==> src/rtl/tick_ctrl_pkg.sv <==
// Shared types and constants for the tick-driven operand entry block.
package tick_ctrl_pkg;

    typedef enum logic [1:0] {
        IDLE   = 2'd0,
        HOLD   = 2'd1,
        REPEAT = 2'd2,
        FAST   = 2'd3
    } axis_state_t;

    typedef enum logic [1:0] {
        DIR_NONE = 2'd0,
        DIR_DEC  = 2'd1,
        DIR_INC  = 2'd2
    } axis_dir_t;

    localparam int unsigned STEP_SLOW = 1;
    localparam int unsigned STEP_FAST = 8;

    // Exactly one button pressed gives a direction; both or neither cancel out.
    function automatic axis_dir_t decode_dir(input logic dec, input logic inc);
        axis_dir_t d;
        case ({dec, inc})
            2'b10:   d = DIR_DEC;
            2'b01:   d = DIR_INC;
            default: d = DIR_NONE;
        endcase
        return d;
    endfunction

endpackage

==> src/rtl/tick_axis.sv <==
// One operand axis: button decode, hold/auto-repeat FSM and a saturating or wrapping adder.
module tick_axis
    import tick_ctrl_pkg::*;
#(
    parameter int unsigned WIDTH        = 32,
    parameter int unsigned REPEAT_DELAY = 8,
    parameter int unsigned FAST_AFTER   = 16,
    parameter bit          SATURATE     = 1'b0
) (
    input  logic             clk,
    input  logic             rst,
    input  logic             tick_cycle,
    input  logic             clear,
    input  logic             dec,
    input  logic             inc,
    output logic [WIDTH-1:0] value,
    output logic             changed_c
);

    localparam int unsigned EW      = WIDTH + 1;
    localparam int unsigned CNT_MAX = (REPEAT_DELAY > FAST_AFTER) ? REPEAT_DELAY : FAST_AFTER;
    localparam int unsigned CNT_W   = $clog2(CNT_MAX + 1);

    axis_state_t      state, state_next;
    axis_dir_t        dir, dir_q, dir_next;
    logic [CNT_W-1:0] cnt, cnt_next;
    logic             step_en, step_fast;
    logic [EW-1:0]    step_amt, sum;
    logic [WIDTH-1:0] value_next;

    // Next-state logic; cnt holds the hold length in HOLD and the repeat count in REPEAT.
    always_comb begin
        state_next = state;
        dir_next   = dir_q;
        cnt_next   = cnt;
        step_en    = 1'b0;
        step_fast  = 1'b0;
        dir        = decode_dir(dec, inc);
        if (tick_cycle) begin
            dir_next = dir;
            if (dir == DIR_NONE) begin
                state_next = IDLE;
                cnt_next   = '0;
            end else if (state == IDLE || dir != dir_q) begin
                step_en    = 1'b1;
                state_next = HOLD;
                cnt_next   = CNT_W'(1);
            end else begin
                case (state)
                    HOLD: begin
                        if (cnt == CNT_W'(REPEAT_DELAY)) begin
                            step_en    = 1'b1;
                            state_next = REPEAT;
                            cnt_next   = CNT_W'(1);
                        end else begin
                            cnt_next = cnt + CNT_W'(1);
                        end
                    end
                    REPEAT: begin
                        step_en = 1'b1;
                        if (cnt == CNT_W'(FAST_AFTER)) begin
                            step_fast  = 1'b1;
                            state_next = FAST;
                        end else begin
                            cnt_next = cnt + CNT_W'(1);
                        end
                    end
                    FAST: begin
                        step_en   = 1'b1;
                        step_fast = 1'b1;
                    end
                    default: state_next = IDLE;
                endcase
            end
        end
        if (clear) begin
            state_next = IDLE;
            dir_next   = DIR_NONE;
            cnt_next   = '0;
            step_en    = 1'b0;
        end
    end

    // Operand adder with a carry/borrow bit used for clamping.
    always_comb begin
        step_amt   = step_fast ? EW'(STEP_FAST) : EW'(STEP_SLOW);
        sum        = '0;
        value_next = value;
        if (clear) begin
            value_next = '0;
        end else if (step_en) begin
            if (dir == DIR_INC) begin
                sum        = {1'b0, value} + step_amt;
                value_next = (SATURATE && sum[WIDTH]) ? '1 : sum[WIDTH-1:0];
            end else begin
                sum        = {1'b0, value} - step_amt;
                value_next = (SATURATE && sum[WIDTH]) ? '0 : sum[WIDTH-1:0];
            end
        end
        changed_c = (value_next != value);
    end

    // Axis state registers.
    always_ff @(posedge clk) begin
        if (rst) begin
            state <= IDLE;
            dir_q <= DIR_NONE;
            cnt   <= '0;
            value <= '0;
        end else begin
            state <= state_next;
            dir_q <= dir_next;
            cnt   <= cnt_next;
            value <= value_next;
        end
    end

endmodule

==> src/rtl/tick_operand_ctrl.sv <==
// Operand entry for the multiplier demo: two button axes feeding a pipelined full-width multiply.
module tick_operand_ctrl
    import tick_ctrl_pkg::*;
#(
    parameter int unsigned WIDTH        = 32,
    parameter int unsigned MULT_LAT     = 4,
    parameter int unsigned REPEAT_DELAY = 8,
    parameter int unsigned FAST_AFTER   = 16,
    parameter bit          SATURATE     = 1'b0
) (
    input  logic               clk,
    input  logic               rst,
    input  logic               tick_cycle,
    input  logic               up,
    input  logic               down,
    input  logic               left,
    input  logic               right,
    input  logic               clear,
    output logic [WIDTH-1:0]   multiplier,
    output logic [WIDTH-1:0]   multiplicand,
    output logic [2*WIDTH-1:0] product,
    output logic               product_valid
);

    localparam int unsigned PW = 2 * WIDTH;
    localparam int unsigned CW = $clog2(MULT_LAT + 1);

    logic          h_changed_c, v_changed_c;
    logic [PW-1:0] pipe [MULT_LAT];
    logic [CW-1:0] chg_cnt, chg_cnt_next;

    tick_axis #(
        .WIDTH(WIDTH), .REPEAT_DELAY(REPEAT_DELAY), .FAST_AFTER(FAST_AFTER), .SATURATE(SATURATE)
    ) u_horiz (
        .clk(clk), .rst(rst), .tick_cycle(tick_cycle), .clear(clear),
        .dec(left), .inc(right), .value(multiplier), .changed_c(h_changed_c)
    );

    tick_axis #(
        .WIDTH(WIDTH), .REPEAT_DELAY(REPEAT_DELAY), .FAST_AFTER(FAST_AFTER), .SATURATE(SATURATE)
    ) u_vert (
        .clk(clk), .rst(rst), .tick_cycle(tick_cycle), .clear(clear),
        .dec(up), .inc(down), .value(multiplicand), .changed_c(v_changed_c)
    );

    // Multiply then delay; synthesis retimes the multiplier across the chain.
    always_ff @(posedge clk) begin
        if (rst) begin
            for (int i = 0; i < int'(MULT_LAT); i++) pipe[i] <= '0;
        end else begin
            pipe[0] <= PW'(multiplier) * PW'(multiplicand);
            for (int i = 1; i < int'(MULT_LAT); i++) pipe[i] <= pipe[i-1];
        end
    end

    assign product = pipe[MULT_LAT-1];

    // Reload on any operand change, otherwise count down to zero.
    always_comb begin
        chg_cnt_next = chg_cnt;
        if (h_changed_c || v_changed_c) begin
            chg_cnt_next = CW'(MULT_LAT);
        end else if (chg_cnt != '0) begin
            chg_cnt_next = chg_cnt - CW'(1);
        end
    end

    // Valid tracker registers.
    always_ff @(posedge clk) begin
        if (rst) begin
            chg_cnt       <= CW'(MULT_LAT);
            product_valid <= 1'b0;
        end else begin
            chg_cnt       <= chg_cnt_next;
            product_valid <= (chg_cnt_next == '0);
        end
    end

endmodule
==> config.mk <==
export PLATFORM = sky130hd
export DESIGN_NAME = tick_operand_ctrl
export DESIGN_NICKNAME = d
export VERILOG_FILES = /design/src/rtl/tick_ctrl_pkg.sv /design/src/rtl/tick_axis.sv /design/src/rtl/tick_operand_ctrl.sv
export SDC_FILE = /design/constraint.sdc
export NUM_CORES = 2
export LEC_CHECK = 0
export BUFFER_PORTS_ARGS = -buffer_cell sky130_fd_sc_hd__buf_2
export CORE_MARGIN = 8
export CORE_UTILIZATION = 30
export DETAILED_ROUTE_END_ITERATION = 8
export PLACE_DENSITY = 0.48
export SLEW_MARGIN = 10
export SYNTH_ARGS = -nofsm -noshare
export SYNTH_HDL_FRONTEND = slang
export SYNTH_SLANG_ARGS = --single-unit
==> constraint.sdc <==
create_clock -name clk -period 10.6 [get_ports clk]
set_input_delay 1.06 -clock clk [delete_from_list [all_inputs] [get_ports clk]]
set_output_delay 1.06 -clock clk [all_outputs]
set_load 0.01 [all_outputs]
==> results.json <==
{
  "outcome": "complete, no violations",
  "ys_types": 85,
  "synth.most_common_cell": "inv_1",
  "hold_viol": 0,
  "ys_ff_latch": 342,
  "yosysSeqAreaShare_pct": 13.9,
  "cts.root.buffer_cell": "clkbuf_16",
  "synth_top_area_share_pct": 36.6,
  "cts-htree-levels": 2,
  "core_um2": 163000,
  "num_vias": 36935,
  "grt_max_degree": 93,
  "cts_buffers": 45,
  "period_needed_ns": 9.35,
  "synthTopCellsByCount": "901 x inv_1, 898 x fa_1, 626 x nand2_1, 608 x and2_1, 350 x clkbuf_1",
  "fin_crit_sh_pct": 88.2,
  "critPathBufInv": 5,
  "dieWidth_um": 421,
  "drt-pass1-iter-count": 7,
  "die_y_um": 421,
  "finalSetupTns_ns": 0,
  "cp_common_cell": "fa_1",
  "areaGrowthSynthToFinish_pct": 8.99,
  "vdd_drop_max_uv": 98.1,
  "cpPeakStageDelay_ns": 0.93,
  "num_rows": 148,
  "ys_top_cells_by_area": "fa_1 37%, dfxtp_1 14%, ha_1 8.8%, and2_1 7.7%, inv_1 6.9%",
  "synth-edff-count": 0,
  "final_cell_count_no_fill": 7655,
  "fmax_mhz": 107,
  "synth_top_area_cell": "fa_1",
  "gp_congestion": 0.881,
  "dp_hpwl_um": 126000,
  "relSlewSlack_pct": 11.6,
  "grt_pass1_vias": 39590,
  "clock_path_buffers": 3,
  "drt_iter0_markers": 2603,
  "powerDensity_nw_per_um2": 70.6,
  "clock_sinks": 342,
  "p_leak_nw": 25.6,
  "overflow": 0,
  "dp_cells": 7571,
  "post_cts_buffers": 0,
  "crit_path_max_fanout": 21,
  "netlist_instances": 5529,
  "synth_area_um2": 49100,
  "grt_antenna_before_repair": 3,
  "cp.arrival_ns": 9.82,
  "vias_per_cell": 4.82,
  "crit_family": "adder cells",
  "rsz0062_at_grt": "false",
  "drc_errors": 0,
  "async_reset_ff_share_pct": 0,
  "hold_path_depth": 1,
  "cp-start-kind": "flip-flop",
  "ctsResizeCount": 0,
  "ant_nets": 0,
  "holdBufCountCts": 0,
  "grt_first_pass_wirelength_um": 251000,
  "rr_worst_depth": 26,
  "syn-num-nets": 6779,
  "port_buffers": 136,
  "post_synth.cell_area_avg_um2": 8.89,
  "max_slew.worst_pin.slew_ns": 1.32,
  "start_util_pct": 30.2,
  "layout-drive-gt1-share_pct": 6.61,
  "io_pins": 137,
  "skew_ns": 0.0577,
  "setup_viol": 0,
  "num-nets-final": 6693,
  "fin_util_pct": 32.9,
  "ys.flop_type": "dfxtp_1",
  "critical_path_required_ns": 11.06,
  "clkTransAtPathRegs_ns": 0.06,
  "drv_cap": 0,
  "slew_viol_final": 0,
  "track_usage_pct": 18.3,
  "hold_class": "reg -> reg",
  "fp.dieArea_um2": 177000,
  "post_drt_wl_per_cell_um": 21.3,
  "drt-total-wl_um": 163000,
  "crit_cells": 26,
  "rrSetupSlack_ns": 1.25,
  "crit_type": "reg -> reg",
  "clk_latency_ns": 0.65,
  "yosysWarnings": 0,
  "slowest_stage": "dfxtp_1",
  "tritoncts": "yes",
  "crit_path_end_kind": "flip-flop"
}
==> cell type report <==
class	count	area (um^2)
inverters	901	3380
diodes	2	5.00
flip-flops and latches	342	6870
repair buffers	234	1480
well taps	2175	2720
multi-input cells	3919	37500
clock buffers	63	1280
fillers	17079	109000
clock inverters	19	258
==> worst paths after layout <==
check                        from          end
hold reg to reg       pipe[1][35]  pipe[2][35]
hold / removal        pipe[1][35]  pipe[2][35]
setup reg to reg  u_vert.value[8]  pipe[0][58]
setup / recovery  u_vert.value[8]  pipe[0][58]
==> flip-flops by register name (all words and copies together), names as in the netlist <==
register and flops:
chg_cnt 3, pipe 256, product_valid 1, u_horiz.cnt 5
u_horiz.dir_q 2, u_horiz.state 2, u_horiz.value 32, u_vert.cnt 5
u_vert.dir_q 2, u_vert.state 2, u_vert.value 32
==> per-layer routing <==
metal  up-vias  track usage (%)  wire, um
met5         -                0        13
met4         2             5.16      4960
met3       236             3.19     10200
met2      1145             28.2     70200
met1     18758             26.4     77800
li1      16794                -         -
==> through the flow <==
stage / hold WS, ns / worst slack, ns / power, mW / cell area, um^2
after floorplan: 0.414 / 2.48 / 1.89 / 49100
after CTS: 0.433 / 1.22 / 3.85 / 53500
after global placement: 0.423 / 1.37 / 2.22 / 52000
after detailed placement: 0.422 / 1.24 / 2.21 / 52000
after global routing: 0.450 / 0.810 / 3.98 / 53500
final: 0.425 / 1.25 / 3.78 / 53500
==> where the power goes <==
part           switching [mW]  total, mW  leakage, nW  internal [mW]
clock network           0.652       1.58        0.752          0.931
registers              0.0770       1.39         2.77           1.31
logic                   0.541      0.805         22.1          0.264
==> cell families after synthesis <==
logic type	Yosys count	synth area share (%)
flops	342	13.9
buf+inv	1268	9.71
mux	24	0.494
fa+ha+maj	1242	45.4
simple gates	1929	20.3
compound gates	581	7.56
xor+xnor	143	2.61
==> layout by cell type (no fill, tap or decap), types with 9 or more instances in the layout <==
cell type and n:
a21o_1 49, buf_2 135, or3_1 24, fa_1 898, nand3_1 42, xnor2_1 81
a21oi_1 199, nor2b_1 216, o21ai_0 105, ha_1 344, dfxtp_2 22, nor3_1 35
a31oi_1 18, clkbuf_1 9, nand2_1 626, o21a_1 24, mux2i_1 22, a211oi_1 23
dfxtp_1 320, and3_1 18, clkbuf_8 9, xor2_1 60, o31ai_1 12, o2111ai_1 12
o22ai_1 9, nor4_1 18, clkbuf_16 45, inv_1 901, buf_4 94, nor2_1 217
o21bai_1 19, nor3b_1 10, nand4_1 42, and2_1 608, nand2b_1 22
(Power assumes the default switching activity.)
